===== config.mk =====
export PLATFORM = sky130hd
export DESIGN_NAME = nn_run_controller
export DESIGN_NICKNAME = d
export VERILOG_FILES = /design/src/rtl/nn_ctrl_pkg.sv /design/src/rtl/result_stabilizer.sv /design/src/rtl/nn_run_controller.sv
export SDC_FILE = /design/constraint.sdc
export NUM_CORES = 1
export LEC_CHECK = 0
export BUFFER_PORTS_ARGS = -buffer_cell sky130_fd_sc_hd__buf_2
export CAP_MARGIN = 30
export CELL_PAD_IN_SITES_DETAIL_PLACEMENT = 1
export CELL_PAD_IN_SITES_GLOBAL_PLACEMENT = 2
export CORE_ASPECT_RATIO = 0.8
export CORE_MARGIN = 2
export CORE_UTILIZATION = 31
export DETAILED_ROUTE_END_ITERATION = 10
export PLACE_DENSITY = 0.87
export SLEW_MARGIN = 20
export SYNTH_ARGS = -nofsm -noshare
export SYNTH_HDL_FRONTEND = slang
export SYNTH_SLANG_ARGS = --single-unit
export TNS_END_PERCENT = 30

===== constraint.sdc =====
create_clock -name clk -period 1.9 [get_ports clk]
set_input_delay 0.285 -clock clk [delete_from_list [all_inputs] [get_ports clk]]
set_output_delay 0.285 -clock clk [all_outputs]
set_load 0.005 [all_outputs]

===== src/rtl/nn_ctrl_pkg.sv =====
// Shared types and Q8.8 constants for the inference run controller.
package nn_ctrl_pkg;

  localparam int DATA_WIDTH      = 16;
  localparam int DATA_FRAC_WIDTH = 8;

  typedef enum logic [2:0] {
    ST_IDLE,
    ST_NN_RESET,
    ST_SETTLE,
    ST_RUN,
    ST_DONE
  } nn_ctrl_state_t;

endpackage


===== src/rtl/result_stabilizer.sv =====
// Debounces latched predictions: stable_index follows a class only
// after STABLE_COUNT consecutive confident hits on it.
module result_stabilizer #(
  parameter int INDEX_WIDTH  = 4,
  parameter int STABLE_COUNT = 3
) (
  input  logic                   clk,
  input  logic                   reset_n,
  input  logic                   latch,
  input  logic                   confident,
  input  logic [INDEX_WIDTH-1:0] index,
  output logic [INDEX_WIDTH-1:0] stable_index
);

  localparam int CW = $clog2(STABLE_COUNT + 1);
  localparam logic [CW-1:0] CMAX = CW'(STABLE_COUNT);

  logic [INDEX_WIDTH-1:0] cand;
  logic [INDEX_WIDTH-1:0] next_cand;
  logic [CW-1:0]          cnt;
  logic [CW-1:0]          next_cnt;

  always_comb begin
    next_cand = cand;
    next_cnt  = cnt;
    if (!confident) begin
      next_cnt = '0;
    end else if (index == cand) begin
      if (cnt != CMAX) next_cnt = cnt + 1'b1;
    end else begin
      next_cand = index;
      next_cnt  = CW'(1);
    end
  end

  always_ff @(posedge clk) begin
    if (!reset_n) begin
      cand         <= '0;
      cnt          <= '0;
      stable_index <= '0;
    end else if (latch) begin
      cand <= next_cand;
      cnt  <= next_cnt;
      if (next_cnt == CMAX) stable_index <= next_cand;
    end
  end

endmodule


===== src/rtl/nn_run_controller.sv =====
// Sequences reset/settle/run of the network core, latches the argmax
// result, guards each run with a watchdog and debounces the display.
module nn_run_controller
  import nn_ctrl_pkg::*;
#(
  parameter int NUM_OUTPUTS    = 10,
  parameter int INDEX_WIDTH    = $clog2(NUM_OUTPUTS),
  parameter int VALUE_WIDTH    = DATA_WIDTH,
  parameter int SETTLE_CYCLES  = 1,
  parameter int TIMEOUT_CYCLES = 4096,
  parameter int STABLE_COUNT   = 3
) (
  input  logic                   clk,
  input  logic                   reset_n,
  input  logic                   mode,
  input  logic                   start,
  input  logic [VALUE_WIDTH-1:0] threshold,
  input  logic                   max_valid,
  input  logic [INDEX_WIDTH-1:0] max_index,
  input  logic [VALUE_WIDTH-1:0] max_value,
  output logic                   nn_reset,
  output logic                   nn_valid,
  output logic                   busy,
  output logic                   result_valid,
  output logic [INDEX_WIDTH-1:0] result_index,
  output logic [VALUE_WIDTH-1:0] result_value,
  output logic                   result_confident,
  output logic [INDEX_WIDTH-1:0] stable_index,
  output logic                   timeout_err,
  output logic [15:0]            run_count
);

  localparam int SW = (SETTLE_CYCLES > 1) ? $clog2(SETTLE_CYCLES) : 1;
  localparam int WW = (TIMEOUT_CYCLES > 1) ? $clog2(TIMEOUT_CYCLES) : 1;
  localparam logic [SW-1:0] SETTLE_LAST = SW'(SETTLE_CYCLES - 1);
  localparam logic [WW-1:0] WD_LAST =
    WW'((TIMEOUT_CYCLES == 0) ? 0 : TIMEOUT_CYCLES - 1);
  localparam bit WD_EN = (TIMEOUT_CYCLES != 0);

  nn_ctrl_state_t state;
  logic [SW-1:0]  settle_cnt;
  logic [WW-1:0]  wd_cnt;
  logic           wd_fire;

  assign wd_fire  = WD_EN && (wd_cnt == WD_LAST);
  assign nn_reset = (state == ST_NN_RESET);
  assign nn_valid = (state == ST_RUN);
  assign busy     = (state != ST_IDLE);

  always_ff @(posedge clk) begin
    if (!reset_n) begin
      state            <= ST_IDLE;
      settle_cnt       <= '0;
      wd_cnt           <= '0;
      result_valid     <= 1'b0;
      result_index     <= '0;
      result_value     <= '0;
      result_confident <= 1'b0;
      timeout_err      <= 1'b0;
      run_count        <= '0;
    end else begin
      result_valid <= 1'b0;
      unique case (state)
        ST_IDLE: begin
          if (mode || start) state <= ST_NN_RESET;
        end
        ST_NN_RESET: begin
          settle_cnt <= '0;
          state      <= ST_SETTLE;
        end
        ST_SETTLE: begin
          if (settle_cnt == SETTLE_LAST) begin
            wd_cnt <= '0;
            state  <= ST_RUN;
          end else begin
            settle_cnt <= settle_cnt + 1'b1;
          end
        end
        ST_RUN: begin
          // a result on the watchdog's last cycle still counts
          if (max_valid) begin
            result_valid     <= 1'b1;
            result_index     <= max_index;
            result_value     <= max_value;
            result_confident <=
              $signed(max_value) >= $signed(threshold);
            run_count        <= run_count + 16'd1;
            state            <= ST_DONE;
          end else if (wd_fire) begin
            timeout_err <= 1'b1;
            state       <= ST_DONE;
          end else begin
            wd_cnt <= wd_cnt + 1'b1;
          end
        end
        ST_DONE: begin
          state <= ST_IDLE;
        end
        default: begin
          state <= ST_IDLE;
        end
      endcase
    end
  end

  result_stabilizer #(
    .INDEX_WIDTH (INDEX_WIDTH),
    .STABLE_COUNT(STABLE_COUNT)
  ) u_stab (
    .clk         (clk),
    .reset_n     (reset_n),
    .latch       (result_valid),
    .confident   (result_confident),
    .index       (result_index),
    .stable_index(stable_index)
  );

endmodule


* Word-level counts from Yosys, hierarchy flattened
Cells that the tools add are included.
** Word-level totals
- Input bits :: 41
- Logic and storage cells :: 58
- Register bits :: 65
** Cells by class
- Order comparisons :: 1
- $add $sub $neg :: 4
- Multiplexer cells :: 17
- Bitwise logic cells :: 1
- Equality and inequality tests :: 12
- Reductions and logical operators :: 11
** Operator list (count)
- $mux 12 :: 3
- $pmux 12 s2 :: 1
- $add 16x1->16 const B :: 1
- $ge 16x16->1 :: 1
- $add 12x1->12 const B :: 1
- $eq 12x12->1 const B :: 1
- $mux 3 :: 4
- $pmux 3 s4 :: 1
- $ne 2x2->1 const B :: 5
- $mux 4 :: 2
- $eq 3x2->1 const B :: 2
- $mux 2 :: 3
- $reduce_and 2->1 :: 3
- $reduce_and 3->1 :: 2
- $eq 4x4->1 :: 1
- $reduce_and 4->1 :: 1
- $reduce_bool 2->1 :: 2
- $eq 3x1->1 const B :: 1
- $logic_not 3->1 :: 1
- $ne 3x2->1 const B :: 1
- $reduce_bool 3->1 :: 1
- $add 2x1->2 const B :: 1
- $eq 2x2->1 const B :: 1
- $mux 1 :: 2
- other kinds (4) :: 4

* Depth between registers and ports, before layout
Gate-level depths: netlist (run 1).
- Depth in word-level cells :: 6
- Gate-level depth with buffers :: 7

* Hierarchy
From an unflattened synthesis (run 1), not the netlist that was laid out.
** Unflattened totals
- Cells, all modules :: 382
- Area, all modules :: 3378.2 um^2
** Modules (own cells, without submodules)
- nn_run_controller :: sequential area each 1081.0 um^2, area an instance 2857.7 um^2, cells each 326, instances 1
- result_stabilizer :: sequential area each 200.2 um^2, area an instance 520.5 um^2, cells each 56, instances 1

* Worst setup path before layout (run 1)
OpenSTA, ideal clock, no wires.
- Path kind :: in2reg
- Start point :: input threshold[15]
- End point :: register result_confident
- Buffers on the path :: 0
- Stages on the path :: 6
- Data arrival time :: 1.352 ns
- Data required time :: 1.771 ns
- Setup slack :: 0.419 ns
- Path through :: inv_1 -> ha_1 -> nand4_1 -> a2111oi_0 -> nor4_1 -> mux2i_1
** On the way
- Word-level cells in the longest chain between the ends :: 1
** RTL lines
- start: declaration :: line nn_run_controller.sv:17 : input logic [VALUE_WIDTH-1:0] threshold,
- $ge 16x16->1 :: line nn_run_controller.sv:86 : $signed(max_value) >= $signed(threshold);
- end signal: assignment :: line nn_run_controller.sv:85 : result_confident <=
- end: declaration :: line nn_run_controller.sv:27 : output logic result_confident,
Every way passes these cells.
A chain may end at the register's enable or synchronous reset.

* Worst setup path after layout (run 1)
- Start point :: register wd_cnt[2]
- End point :: register wd_cnt[1]
** On the way
- Word-level cells in the longest chain between the ends :: 3
** RTL lines
- start: declaration :: line nn_run_controller.sv:42 : logic [WW-1:0] wd_cnt;
- start signal: assignment :: line nn_run_controller.sv:93 : wd_cnt <= wd_cnt + 1'b1;
- $eq 12x12->1 :: line nn_run_controller.sv:45 : assign wd_fire = WD_EN && (wd_cnt == WD_LAST);
- $ne 2x2->1 (no source line)
- $reduce_and 4->1 (no source line)
Every way passes these cells.

==> impl_metrics.prom, run 1 <==
# TYPE chip_impl_metric gauge
chip_impl_metric{name="synth-seq-area-share",unit="%"} 39.2
chip_impl_metric{name="synth_enable_flop_cells",unit=""} 0
chip_impl_info{name="timing.rr.end",value="wd_cnt[1]"} 1
chip_impl_metric{name="critPathArrivalTime",unit="ns"} 1.93
chip_impl_metric{name="grt_pass1_vias",unit=""} 3009
chip_impl_metric{name="clock_path_buffers",unit=""} 2
chip_impl_metric{name="worst-r2r-cell-count",unit=""} 5
chip_impl_info{name="most-common-layout-cells",value="86 x buf_2, 71 x nand2_1, 64 x dfxtp_1"} 1
chip_impl_metric{name="fin_worst_skew",unit="ns"} 0.00814
chip_impl_metric{name="timing.final.crit_period",unit="ns"} 1.67
chip_impl_metric{name="mappedNetlistNets",unit=""} 437
chip_impl_metric{name="hold_viol_final",unit=""} 0
chip_impl_metric{name="power_per_cell_area",unit="mW/mm2"} 759
chip_impl_metric{name="htree_levels",unit=""} 3
chip_impl_metric{name="postRouteAntennaNets",unit=""} 0
chip_impl_info{name="critical_path_class",value="reg -> reg"} 1
chip_impl_metric{name="numPlacedInstances",unit=""} 598
chip_impl_metric{name="met1_length",unit="mm"} 4.31
chip_impl_metric{name="area_taken_by_flip_flops_and_latches",unit="mm2"} 0.00128
chip_impl_metric{name="filler_cell_count",unit=""} 1276
chip_impl_metric{name="synthesis.area",unit="mm2"} 0.00327
chip_impl_info{name="timing.hold.worst.class",value="in -> reg"} 1
chip_impl_metric{name="wl_met3",unit="um"} 411
chip_impl_info{name="tritoncts",value="built"} 1
chip_impl_metric{name="slew_headroom",unit="%"} 70.9
chip_impl_metric{name="grt_first_pass_wirelength",unit="mm"} 15.0
chip_impl_metric{name="setup_total_negative_slack",unit="ns"} 0
chip_impl_metric{name="grt_use_total",unit="%"} 16.7
chip_impl_metric{name="post_cts_resized",unit=""} 0
chip_impl_metric{name="vias_per_cell",unit=""} 4.84
chip_impl_info{name="r2r-start",value="wd_cnt[2]"} 1
chip_impl_metric{name="starting_density_of_the_core",unit="%"} 31.9
chip_impl_metric{name="detailedRoute.firstPassIterationCount",unit=""} 4
chip_impl_info{name="grt_setup_unrepaired",value="no"} 1
chip_impl_metric{name="port-buffer-count",unit=""} 86
chip_impl_metric{name="fp.dieArea",unit="mm2"} 0.0114
chip_impl_metric{name="max-vdd-ir-drop",unit="mV"} 0.491
chip_impl_metric{name="power.leakage",unit="nW"} 1.91
chip_impl_metric{name="reg2reg_slack",unit="ns"} 0.23
chip_impl_metric{name="postSynthCellCount",unit=""} 378
chip_impl_info{name="crit_path_start_kind",value="flop"} 1
chip_impl_metric{name="place.gp.congestion",unit=""} 0.772
chip_impl_info{name="cts_root_buffer",value="clkbuf_16"} 1
chip_impl_metric{name="tightestPinTransition",unit="ns"} 0.437
chip_impl_metric{name="routedWlPerCell",unit="um"} 14.5
chip_impl_metric{name="cts_setup_buffers",unit=""} 0
chip_impl_info{name="run_status",value="finished clean"} 1
chip_impl_metric{name="ios",unit=""} 87
chip_impl_metric{name="gr-total-overflow",unit=""} 0
chip_impl_metric{name="met2WireLength",unit="mm"} 4.04
chip_impl_info{name="ys_dominant_reg_cell",value="dfxtp_1"} 1
chip_impl_metric{name="yosys_register_bits",unit=""} 64
chip_impl_metric{name="path_max_fanout",unit=""} 10
chip_impl_metric{name="drt_iter0_markers",unit=""} 79
chip_impl_info{name="whs_endpoint",value="result_index[1]"} 1
chip_impl_metric{name="fin_nets",unit=""} 528
chip_impl_metric{name="area_delta_synth_final",unit="%"} 26.6
chip_impl_metric{name="ys_async_sr_fraction",unit="%"} 0
chip_impl_info{name="highest-signal-layer",value="met4"} 1
chip_impl_metric{name="ys.warnings.count",unit=""} 0
chip_impl_metric{name="antenna_found_initial",unit=""} 0
chip_impl_metric{name="worst_slack",unit="ns"} 0.229
chip_impl_metric{name="chipHeight",unit="um"} 95.8
chip_impl_metric{name="final-max-slew-violation-count",unit=""} 0
chip_impl_metric{name="multi_input_area",unit="mm2"} 0.00183
chip_impl_metric{name="worstHoldPathCells",unit=""} 3
chip_impl_metric{name="diodes",unit=""} 0
chip_impl_metric{name="clk-insertion-delay-late",unit="ns"} 0.33
chip_impl_metric{name="synth.lib_cells_used.distinct",unit=""} 46
chip_impl_metric{name="ctsHoldBuffers",unit=""} 0
chip_impl_metric{name="syn_avg_cell_area",unit="um2"} 8.64
chip_impl_metric{name="dieWidth",unit="um"} 119
chip_impl_metric{name="detailroute.via_count",unit=""} 2958
chip_impl_metric{name="fin_crit_sh",unit="%"} 87.9
chip_impl_info{name="mostFrequentLayoutCell",value="buf_2"} 1
chip_impl_metric{name="drv_cap",unit=""} 0
chip_impl_metric{name="maximum_number_of_pins_on_one_net_before_global_route_repair",unit=""} 39
chip_impl_metric{name="drc",unit=""} 0
chip_impl_info{name="min-delay-start",value="max_index[1]"} 1
chip_impl_metric{name="core-area",unit="mm2"} 0.0102
chip_impl_info{name="cp-end-kind",value="flop"} 1
chip_impl_metric{name="finalSetupViolCount",unit=""} 0
chip_impl_metric{name="hpwlAfterDp",unit="mm"} 6.69
chip_impl_metric{name="clk_pin_slew",unit="ns"} 0.05
chip_impl_metric{name="drive_above_1_share",unit="%"} 24.6
chip_impl_metric{name="detail_route.wirelength",unit="mm"} 8.87
chip_impl_metric{name="place_worst_setup_slack",unit="ns"} 0.139
chip_impl_metric{name="fmax",unit="MHz"} 598
chip_impl_metric{name="layoutNonFillerInstCount",unit=""} 611
chip_impl_metric{name="cts_bufs_inserted",unit=""} 9
chip_impl_metric{name="fp-row-count",unit=""} 33
chip_impl_metric{name="clock-sinks",unit=""} 64
chip_impl_metric{name="required",unit="ns"} 2.16
per-layer routing:
layer | global-route usage (%) | up-vias
met5 | 0 | -
met4 | 5.56 | 0
met3 | 5.33 | 7
met2 | 27.2 | 55
met1 | 21.2 | 1413
li1 | - | 1483
worst max-delay path, cell delays in order, from the launching register on:
cell,delay [ns]
dfxtp_1,0.40
and3_1,0.23
and3_1,0.45
nand3_1,0.13
nand3_1,0.19
mux2i_1,0.20
kinds of logic (layout without fill, tap and decap cells):
kind of cell,count (synthesis),in the layout,synth area share (%)
compound gates,64,64,14.4
simple gates,165,165,25.9
fa+ha+maj,18,18,6.90
mux,9,9,2.76
buf+inv,35,128,4.60
xor+xnor,23,23,6.17
flops,64,64,39.2
how the worst max path moves through the flow:
stage	startpoint	endpoint	slack, ns
2_1_floorplan	threshold[15]	result_confident	0.42
3_3_place_gp	threshold[15]	result_confident	0.26
3_5_place_dp	threshold[15]	result_confident	0.14
4_1_cts	wd_cnt[2]	wd_cnt[1]	0.22
5_1_grt	wd_cnt[2]	wd_cnt[1]	0.07
6_report	wd_cnt[2]	wd_cnt[1]	0.23
through the flow:
step	instance area (um2)	util, %	hold slack [ns]	power, mW
floorplan	3270	-	0.420	1.56
global placement	3870	37.8	0.440	1.68
detailed placement	3870	37.8	0.448	1.69
CTS	4130	40.4	0.187	3.19
global route	4130	40.4	0.212	3.28
finish	4130	40.4	0.196	3.13
state kept, by name, summed over array words and instances (netlist names):
signal               cells
result_index             4
result_confident         1
result_valid             1
u_stab.cnt               2
timeout_err              1
wd_cnt                  12
run_count               16
state                    3
u_stab.cand              4
u_stab.stable_index      4
result_value            16
synth_stat cells (all sizes together), types with 4 or more instances:
cell	number	area share (%)
a21boi	28	6.4
a21oi	10	1.5
and2	12	2.3
and3	7	1.3
and4	5	1.3
buf	7	1.4
clkbuf	10	1.1
dfxtp	64	39
ha	18	6.9
inv	18	2.1
mux2i	9	2.8
nand2	71	8.2
nand2b	5	0.96
nand3	19	3.1
nand4	10	1.9
nor2	14	1.6
nor3	4	0.61
nor4	4	1.1
o211a	4	1.2
o21ai	5	0.77
or3	4	0.77
xnor2	12	3.2
xor2	11	3.0
layout make-up:
| class | count | area share, % |
|---|---|---|
| clock inverters | 1 | 0.121 |
| inverters | 18 | 1.63 |
| multi-input cells | 279 | 44.4 |
| flip-flops and latches | 64 | 31.0 |
| well taps | 140 | 4.24 |
| clock buffers | 12 | 6.21 |
| repair buffers | 97 | 12.4 |
power breakdown:
group	internal [mW]	switching [mW]	leakage, nW
clock network	0.928	0.550	0.130
logic	0.128	0.154	1.26
registers	1.36	0.0137	0.516
total	2.42	0.718	1.91
No activity file was read; power rests on OpenSTA's default activity.
==> run 2, diff against run 1 <==
- CTS_CLUSTER_DIAMETER: unset -> 100
- PLACE_DENSITY: 0.87 -> 0.86
- SYNTH_HIERARCHICAL: unset -> 1
==> run 2 against run 1 <==
Against the previous run: combinational power barely moved; clock power rose by 40%; cell count rose by 2.0%; via count rose by 1.3%; synthesized cell count rose by 1.1%; design area rose by 5.4%; first-iteration DRC count rose by 27%; sequential cell count did not move; non-clock buffer count rose by 2; worst setup slack got worse by 0.033 ns; synthesized area rose by 3.4%; critical path type unchanged.
==> impl_metrics.prom, run 2 <==
# TYPE chip_impl_metric gauge
chip_impl_metric{name="hold_viol_final",unit=""} 0
chip_impl_info{name="mostFrequentLayoutCell",value="buf_2"} 1
chip_impl_metric{name="worst_slack",unit="ns"} 0.197
chip_impl_info{name="tritoncts",value="built"} 1
chip_impl_metric{name="clk-insertion-delay-late",unit="ns"} 0.33
chip_impl_info{name="synth_top_cells_by_area",value="dfxtp_1 38%, nand2_1 7.9%, ha_1 6.7%, a21boi_0 4.7%, xnor2_1 4.1%"} 1
chip_impl_info{name="timing.hold.worst.class",value="in -> reg"} 1
chip_impl_info{name="largest_registers",value="result_value: 16 flops, run_count: 16 flops, wd_cnt: 12 flops"} 1
chip_impl_metric{name="setup_total_negative_slack",unit="ns"} 0
chip_impl_metric{name="maximum_number_of_pins_on_one_net_before_global_route_repair",unit=""} 24
chip_impl_metric{name="hpwlAfterDp",unit="mm"} 6.47
chip_impl_metric{name="dieWidth",unit="um"} 121
chip_impl_metric{name="place_worst_setup_slack",unit="ns"} 0.0650
chip_impl_metric{name="drc",unit=""} 0
chip_impl_metric{name="p_total",unit="mW"} 3.73
chip_impl_info{name="run_status",value="finished clean"} 1
chip_impl_info{name="crit_path_start_kind",value="flop"} 1
chip_impl_metric{name="gr-total-overflow",unit=""} 0
chip_impl_info{name="grt_setup_unrepaired",value="no"} 1
chip_impl_metric{name="detail_route.wirelength",unit="mm"} 8.69
chip_impl_metric{name="grt_pass1_vias",unit=""} 3109
chip_impl_metric{name="synth-seq-area-share",unit="%"} 37.9
chip_impl_metric{name="postRouteAntennaNets",unit=""} 0
chip_impl_metric{name="ios",unit=""} 87
chip_impl_metric{name="clk_pin_slew",unit="ns"} 0.05
chip_impl_metric{name="grt_first_pass_wirelength",unit="mm"} 15.0
chip_impl_metric{name="max-vdd-ir-drop",unit="mV"} 0.514
chip_impl_metric{name="synth.top_cell.area_share",unit="%"} 37.9
chip_impl_metric{name="clock-sinks",unit=""} 64
chip_impl_info{name="yosys.cell_count.top_type",value="nand2_1"} 1
chip_impl_metric{name="synthesis.area",unit="mm2"} 0.00338
chip_impl_metric{name="routedWlPerCell",unit="um"} 13.9
chip_impl_metric{name="postSynthCellCount",unit=""} 382
chip_impl_info{name="synth_area_leader_cell",value="dfxtp_1"} 1
chip_impl_metric{name="diodes",unit=""} 0
chip_impl_metric{name="path_max_fanout",unit=""} 5
chip_impl_metric{name="fin_worst_skew",unit="ns"} 0.00638
chip_impl_metric{name="ys_async_sr_fraction",unit="%"} 0
chip_impl_metric{name="clock_path_buffers",unit=""} 2
chip_impl_info{name="synth_commonest_cells",value="71 x nand2_1, 64 x dfxtp_1, 22 x inv_1"} 1
chip_impl_info{name="cp-end-kind",value="flop"} 1
chip_impl_metric{name="core-area",unit="mm2"} 0.0108
chip_impl_info{name="crit_path_cell_trace",value="nand4_1 -> nor4_4 -> buf_4 -> a211oi_1 -> xnor2_1 -> nor2_1"} 1
chip_impl_metric{name="synth_enable_flop_cells",unit=""} 0
chip_impl_metric{name="post_cts_resized",unit=""} 0
chip_impl_metric{name="finalSetupViolCount",unit=""} 0
chip_impl_info{name="ys_dominant_reg_cell",value="dfxtp_1"} 1
chip_impl_metric{name="antenna_found_initial",unit=""} 0
chip_impl_metric{name="mappedNetlistNets",unit=""} 441
chip_impl_metric{name="htree_levels",unit=""} 3
chip_impl_metric{name="detailroute.via_count",unit=""} 2995
chip_impl_metric{name="vias_per_cell",unit=""} 4.81
chip_impl_metric{name="port-buffer-count",unit=""} 86
chip_impl_metric{name="cts_bufs_inserted",unit=""} 9
chip_impl_info{name="critical_path_class",value="reg -> reg"} 1
chip_impl_metric{name="fin_nets",unit=""} 533
chip_impl_metric{name="yosys_register_bits",unit=""} 64
chip_impl_metric{name="final-max-slew-violation-count",unit=""} 0
chip_impl_metric{name="ctsHoldBuffers",unit=""} 0
chip_impl_metric{name="drv_cap",unit=""} 0
chip_impl_metric{name="cts_setup_buffers",unit=""} 0
chip_impl_metric{name="area_delta_synth_final",unit="%"} 29.0
chip_impl_metric{name="slew_headroom",unit="%"} 51.3
chip_impl_metric{name="drive_above_1_share",unit="%"} 27.6
chip_impl_metric{name="timing.hold.ws",unit="ns"} 0.212
chip_impl_metric{name="critPathArrivalTime",unit="ns"} 1.88
chip_impl_metric{name="critical-path-max-stage-delay",unit="ns"} 0.43
chip_impl_metric{name="grt_use_total",unit="%"} 15.8
chip_impl_metric{name="tightestPinTransition",unit="ns"} 0.725
chip_impl_metric{name="starting_density_of_the_core",unit="%"} 31.4
chip_impl_metric{name="power_per_cell_area",unit="mW/mm2"} 856
chip_impl_info{name="cts_root_buffer",value="clkbuf_16"} 1
chip_impl_metric{name="syn_avg_cell_area",unit="um2"} 8.84
chip_impl_metric{name="required",unit="ns"} 2.08
chip_impl_metric{name="timing.final.crit_period",unit="ns"} 1.70
chip_impl_metric{name="place.gp.congestion",unit=""} 0.810
chip_impl_metric{name="ys.warnings.count",unit=""} 6
chip_impl_metric{name="fmax",unit="MHz"} 587
chip_impl_metric{name="fp-row-count",unit=""} 34
chip_impl_info{name="most-common-layout-cells",value="86 x buf_2, 71 x nand2_1, 64 x dfxtp_1"} 1
chip_impl_metric{name="fin_crit_sh",unit="%"} 89.7
chip_impl_metric{name="drt_iter0_markers",unit=""} 100
chip_impl_metric{name="detailedRoute.firstPassIterationCount",unit=""} 4
chip_impl_metric{name="synth.lib_cells_used.distinct",unit=""} 57
chip_impl_metric{name="power.leakage",unit="nW"} 1.88
chip_impl_metric{name="chipHeight",unit="um"} 97.4
chip_impl_info{name="crit_path_top_delay_cell",value="dfxtp_1"} 1
chip_impl_metric{name="fp.dieArea",unit="mm2"} 0.0118
run 2: cell types whose count changed after synthesis, sizes merged, moves of 3 or more:
| cell | before | now |
|---|---|---|
| and3 | 7 | 4 |
| and4 | 5 | 1 |
| xor2 | 11 | 7 |
| inv | 18 | 22 |
| mux2i | 9 | 5 |
| o211a | 4 | 0 |
| o21ai | 5 | 11 |
| mux2 | 0 | 4 |
| nand2b | 5 | 0 |
| xnor2 | 12 | 16 |
run 2: logic make-up (layout without fill, tap and decap cells):
logic type               Yosys count  in the layout  synth area share [%]
multiplexers                       9              9                  2.81
XOR/XNOR                          23             23                  5.96
adder cells (fa/ha/maj)           18             18                  6.67
AO/OA/AOI/OAI                     71             71                  15.3
buffers and inverters             41            138                  5.93
flip-flops                        64             64                  37.9
AND/OR/NAND/NOR                  156            156                  25.4
run 2: worst paths after layout:
path | startpoint | end | slack [ns] | depth (start not counted)
setup / recovery | wd_cnt[7] | wd_cnt[8] | 0.20 | 6
hold / removal | max_index[0] | result_index[0] | 0.21 | 3
setup reg to reg | wd_cnt[7] | wd_cnt[8] | 0.20 | 6
hold reg to reg | u_stab/stable_index[3] | u_stab/stable_index[3] | 0.45 | 2
run 2: metal layers:
layer / vias to the layer above / global-route usage, % / share of wire, %
met3: 7 / 3.99 / 3.3
met4: 0 / 4.92 / 0.94
met2: 57 / 26.9 / 48
li1: 1500 / - / -
met1: 1431 / 19.4 / 47
met5: - / 0 / 0
run 2: cell type report:
class	instances	area [um2]
multi-input cells	277	1900
repair buffers	99	528
clock buffers	11	243
flip-flops and latches	64	1280
fillers	1297	6410
well taps	144	180
clock inverters	5	128
inverters	23	100
run 2: report_power, final:
group | switching [mW] | internal, mW | total [mW] | leakage [nW]
registers | 0.0215 | 1.36 | 1.38 | 0.516
logic | 0.157 | 0.126 | 0.283 | 1.19
clock network | 0.614 | 1.45 | 2.07 | 0.176
total | 0.793 | 2.94 | 3.73 | 1.88
run 2: critical path: cells and delay by family, from the launching register on:
| kind | cells | cell delay, ns |
|---|---|---|
| simple gates | 3 | 0.66 |
| flops | 1 | 0.43 |
| compound gates | 1 | 0.08 |
| xor+xnor | 1 | 0.17 |
| buf+inv | 1 | 0.21 |
run 2: per-stage QoR:
step / cell area, um2 / cells / util, %
3_5_place_dp: 3990 / 607 / 37.0
6_report: 4360 / 623 / 40.5
2_1_floorplan: 3380 / 382 / -
5_1_grt: 4360 / 623 / 40.5
3_3_place_gp: 3990 / 607 / 37.0
4_1_cts: 4360 / 623 / 40.5
==> run 3, diff against run 2 <==
- CORE_ASPECT_RATIO: 0.8 -> unset
- MAX_ROUTING_LAYER: unset -> met4
- SLEW_MARGIN: 20 -> 25
==> run 3 against run 2 <==
Against the previous run: die area barely moved; maximum frequency fell by 1.2%; non-clock buffer count did not move; global-route usage rose by 0.64 points; worst setup slack got worse by 0.021 ns; first-iteration DRC count fell by 2.0%; clock skew rose by 0.0087 ns; critical path depth rose by 1; sequential cell count did not move; design area fell by 3.2%; via count fell by 0.30%; register-to-register slack got worse by 0.02 ns.
==> impl_metrics.prom, run 3 (synthesis results as in run 2) <==
# TYPE chip_impl_metric gauge
chip_impl_metric{name="critPathArrivalTime",unit="ns"} 1.92
chip_impl_metric{name="layoutNonFillerInstCount",unit=""} 619
chip_impl_metric{name="hold_viol_final",unit=""} 0
chip_impl_metric{name="chipHeight",unit="um"} 108
chip_impl_metric{name="htree_levels",unit=""} 3
chip_impl_metric{name="power_per_cell_area",unit="mW/mm2"} 734
chip_impl_info{name="cp-end-kind",value="flop"} 1
chip_impl_metric{name="tightestPinTransition",unit="ns"} 0.797
chip_impl_metric{name="setup_total_negative_slack",unit="ns"} 0
chip_impl_metric{name="diodes",unit=""} 0
chip_impl_metric{name="detailedRoute.firstPassIterationCount",unit=""} 3
chip_impl_metric{name="gr-total-overflow",unit=""} 0
chip_impl_metric{name="drt_iter0_markers",unit=""} 98
chip_impl_metric{name="p_total",unit="mW"} 3.09
chip_impl_info{name="mostFrequentLayoutCell",value="buf_2"} 1
chip_impl_info{name="crit_path_top_delay_cell",value="nor4_4"} 1
chip_impl_info{name="most-common-layout-cells",value="86 x buf_2, 71 x nand2_1, 64 x dfxtp_1"} 1
chip_impl_metric{name="path_max_fanout",unit=""} 8
chip_impl_metric{name="fin_worst_skew",unit="ns"} 0.0151
chip_impl_metric{name="routedWlPerCell",unit="um"} 14.1
chip_impl_metric{name="postRouteAntennaNets",unit=""} 0
chip_impl_metric{name="clk-insertion-delay-late",unit="ns"} 0.35
chip_impl_metric{name="core-area",unit="mm2"} 0.0107
chip_impl_metric{name="starting_density_of_the_core",unit="%"} 31.4
chip_impl_metric{name="place_worst_setup_slack",unit="ns"} 0.147
chip_impl_info{name="timing.hold.worst.class",value="in -> reg"} 1
chip_impl_metric{name="finalSetupViolCount",unit=""} 0
chip_impl_metric{name="hpwlAfterDp",unit="mm"} 6.57
chip_impl_metric{name="ios",unit=""} 87
chip_impl_info{name="largest_registers",value="result_value: 16 flops, run_count: 16 flops, wd_cnt: 12 flops"} 1
chip_impl_metric{name="required",unit="ns"} 2.10
chip_impl_metric{name="dieWidth",unit="um"} 108
chip_impl_metric{name="grt_pass1_vias",unit=""} 3100
chip_impl_info{name="critical_path_class",value="reg -> reg"} 1
chip_impl_metric{name="fin_nets",unit=""} 533
chip_impl_info{name="cts_root_buffer",value="clkbuf_8"} 1
chip_impl_metric{name="numPlacedInstances",unit=""} 602
chip_impl_metric{name="ctsHoldBuffers",unit=""} 0
chip_impl_metric{name="critical-path-max-stage-delay",unit="ns"} 0.40
chip_impl_info{name="run_status",value="finished clean"} 1
chip_impl_metric{name="worst_slack",unit="ns"} 0.176
chip_impl_metric{name="timing.final.crit_period",unit="ns"} 1.72
chip_impl_metric{name="filler_cell_count",unit=""} 1322
chip_impl_metric{name="maximum_number_of_pins_on_one_net_before_global_route_repair",unit=""} 27
chip_impl_metric{name="grt_use_total",unit="%"} 16.4
chip_impl_metric{name="final-max-slew-violation-count",unit=""} 0
chip_impl_metric{name="detail_route.wirelength",unit="mm"} 8.73
chip_impl_metric{name="antenna_found_initial",unit=""} 0
chip_impl_metric{name="post_cts_resized",unit=""} 0
chip_impl_metric{name="power.leakage",unit="nW"} 1.82
chip_impl_metric{name="max-vdd-ir-drop",unit="mV"} 0.396
chip_impl_metric{name="timing.hold.ws",unit="ns"} 0.190
chip_impl_metric{name="drc",unit=""} 0
chip_impl_metric{name="slew_headroom",unit="%"} 46.5
chip_impl_metric{name="vias_per_cell",unit=""} 4.82
chip_impl_metric{name="clock_path_buffers",unit=""} 2
chip_impl_metric{name="fp-row-count",unit=""} 38
chip_impl_metric{name="place.gp.congestion",unit=""} 0.782
chip_impl_metric{name="detailroute.via_count",unit=""} 2986
chip_impl_info{name="crit_path_start_kind",value="flop"} 1
chip_impl_metric{name="drv_cap",unit=""} 0
chip_impl_metric{name="clk_pin_slew",unit="ns"} 0.07
chip_impl_metric{name="area_delta_synth_final",unit="%"} 24.8
chip_impl_metric{name="fin_crit_sh",unit="%"} 90.7
chip_impl_metric{name="cts_bufs_inserted",unit=""} 9
chip_impl_metric{name="clock-sinks",unit=""} 64
chip_impl_metric{name="port-buffer-count",unit=""} 86
chip_impl_metric{name="cts_setup_buffers",unit=""} 0
chip_impl_info{name="tritoncts",value="built"} 1
chip_impl_metric{name="drive_above_1_share",unit="%"} 27.6
chip_impl_metric{name="fp.dieArea",unit="mm2"} 0.0117
chip_impl_metric{name="grt_first_pass_wirelength",unit="mm"} 14.8
chip_impl_metric{name="fmax",unit="MHz"} 580
chip_impl_info{name="crit_path_cell_trace",value="ha_1 -> nand2_1 -> nor4_4 -> buf_4 -> a211oi_1 -> xnor2_1 -> nor2_1"} 1
==> run 3: path summary, 6_finish.rpt <==
check / end / cells after the start / from / slack (ns)
max: wd_cnt[5] / 7 / wd_cnt[1] / 0.18
min: result_index[3] / 3 / max_index[3] / 0.19
max reg2reg: wd_cnt[5] / 7 / wd_cnt[1] / 0.18
min reg2reg: u_stab/stable_index[1] / 2 / u_stab/stable_index[1] / 0.46
==> run 3: layer usage <==
metal	wire length (um)	share of wire (%)	GRT usage, %	vias to the layer above
met3	325	3.7	2.89	11
met2	4320	50	28.3	56
met5	0	0	-	-
met1	3940	45	19.0	1426
li1	-	-	-	1493
met4	148	1.7	6.14	0
==> run 3: worst max-delay path: cells and delay by family (launching register included) <==
family	cells	cell delay [ns]
AO/OA/AOI/OAI	1	0.10
XOR/XNOR	1	0.16
adder cells (fa/ha/maj)	1	0.19
buffers and inverters	1	0.23
flip-flops	1	0.35
AND/OR/NAND/NOR	3	0.55
==> run 3: layout make-up <==
cell class | instances | area [um2] | area share, %
clock buffers | 10 | 128 | 3.03
clock inverters | 6 | 108 | 2.55
inverters | 23 | 100 | 2.37
multi-input cells | 277 | 1900 | 45.0
flip-flops and latches | 64 | 1280 | 30.4
well taps | 140 | 175 | 4.15
repair buffers | 99 | 528 | 12.5
==> run 3: metrics by stage <==
stage,util [%],instance area (um2)
global route,39.2,4220
floorplan,-,3380
CTS,39.2,4210
detailed placement,37.0,3970
finish,39.2,4220
global placement,37.0,3970
==> run 3: power breakdown <==
group	internal (mW)	leakage (nW)	switching, mW
registers	1.36	0.516	0.0222
logic	0.127	1.19	0.160
clock network	0.868	0.116	0.559
total	2.35	1.82	0.742
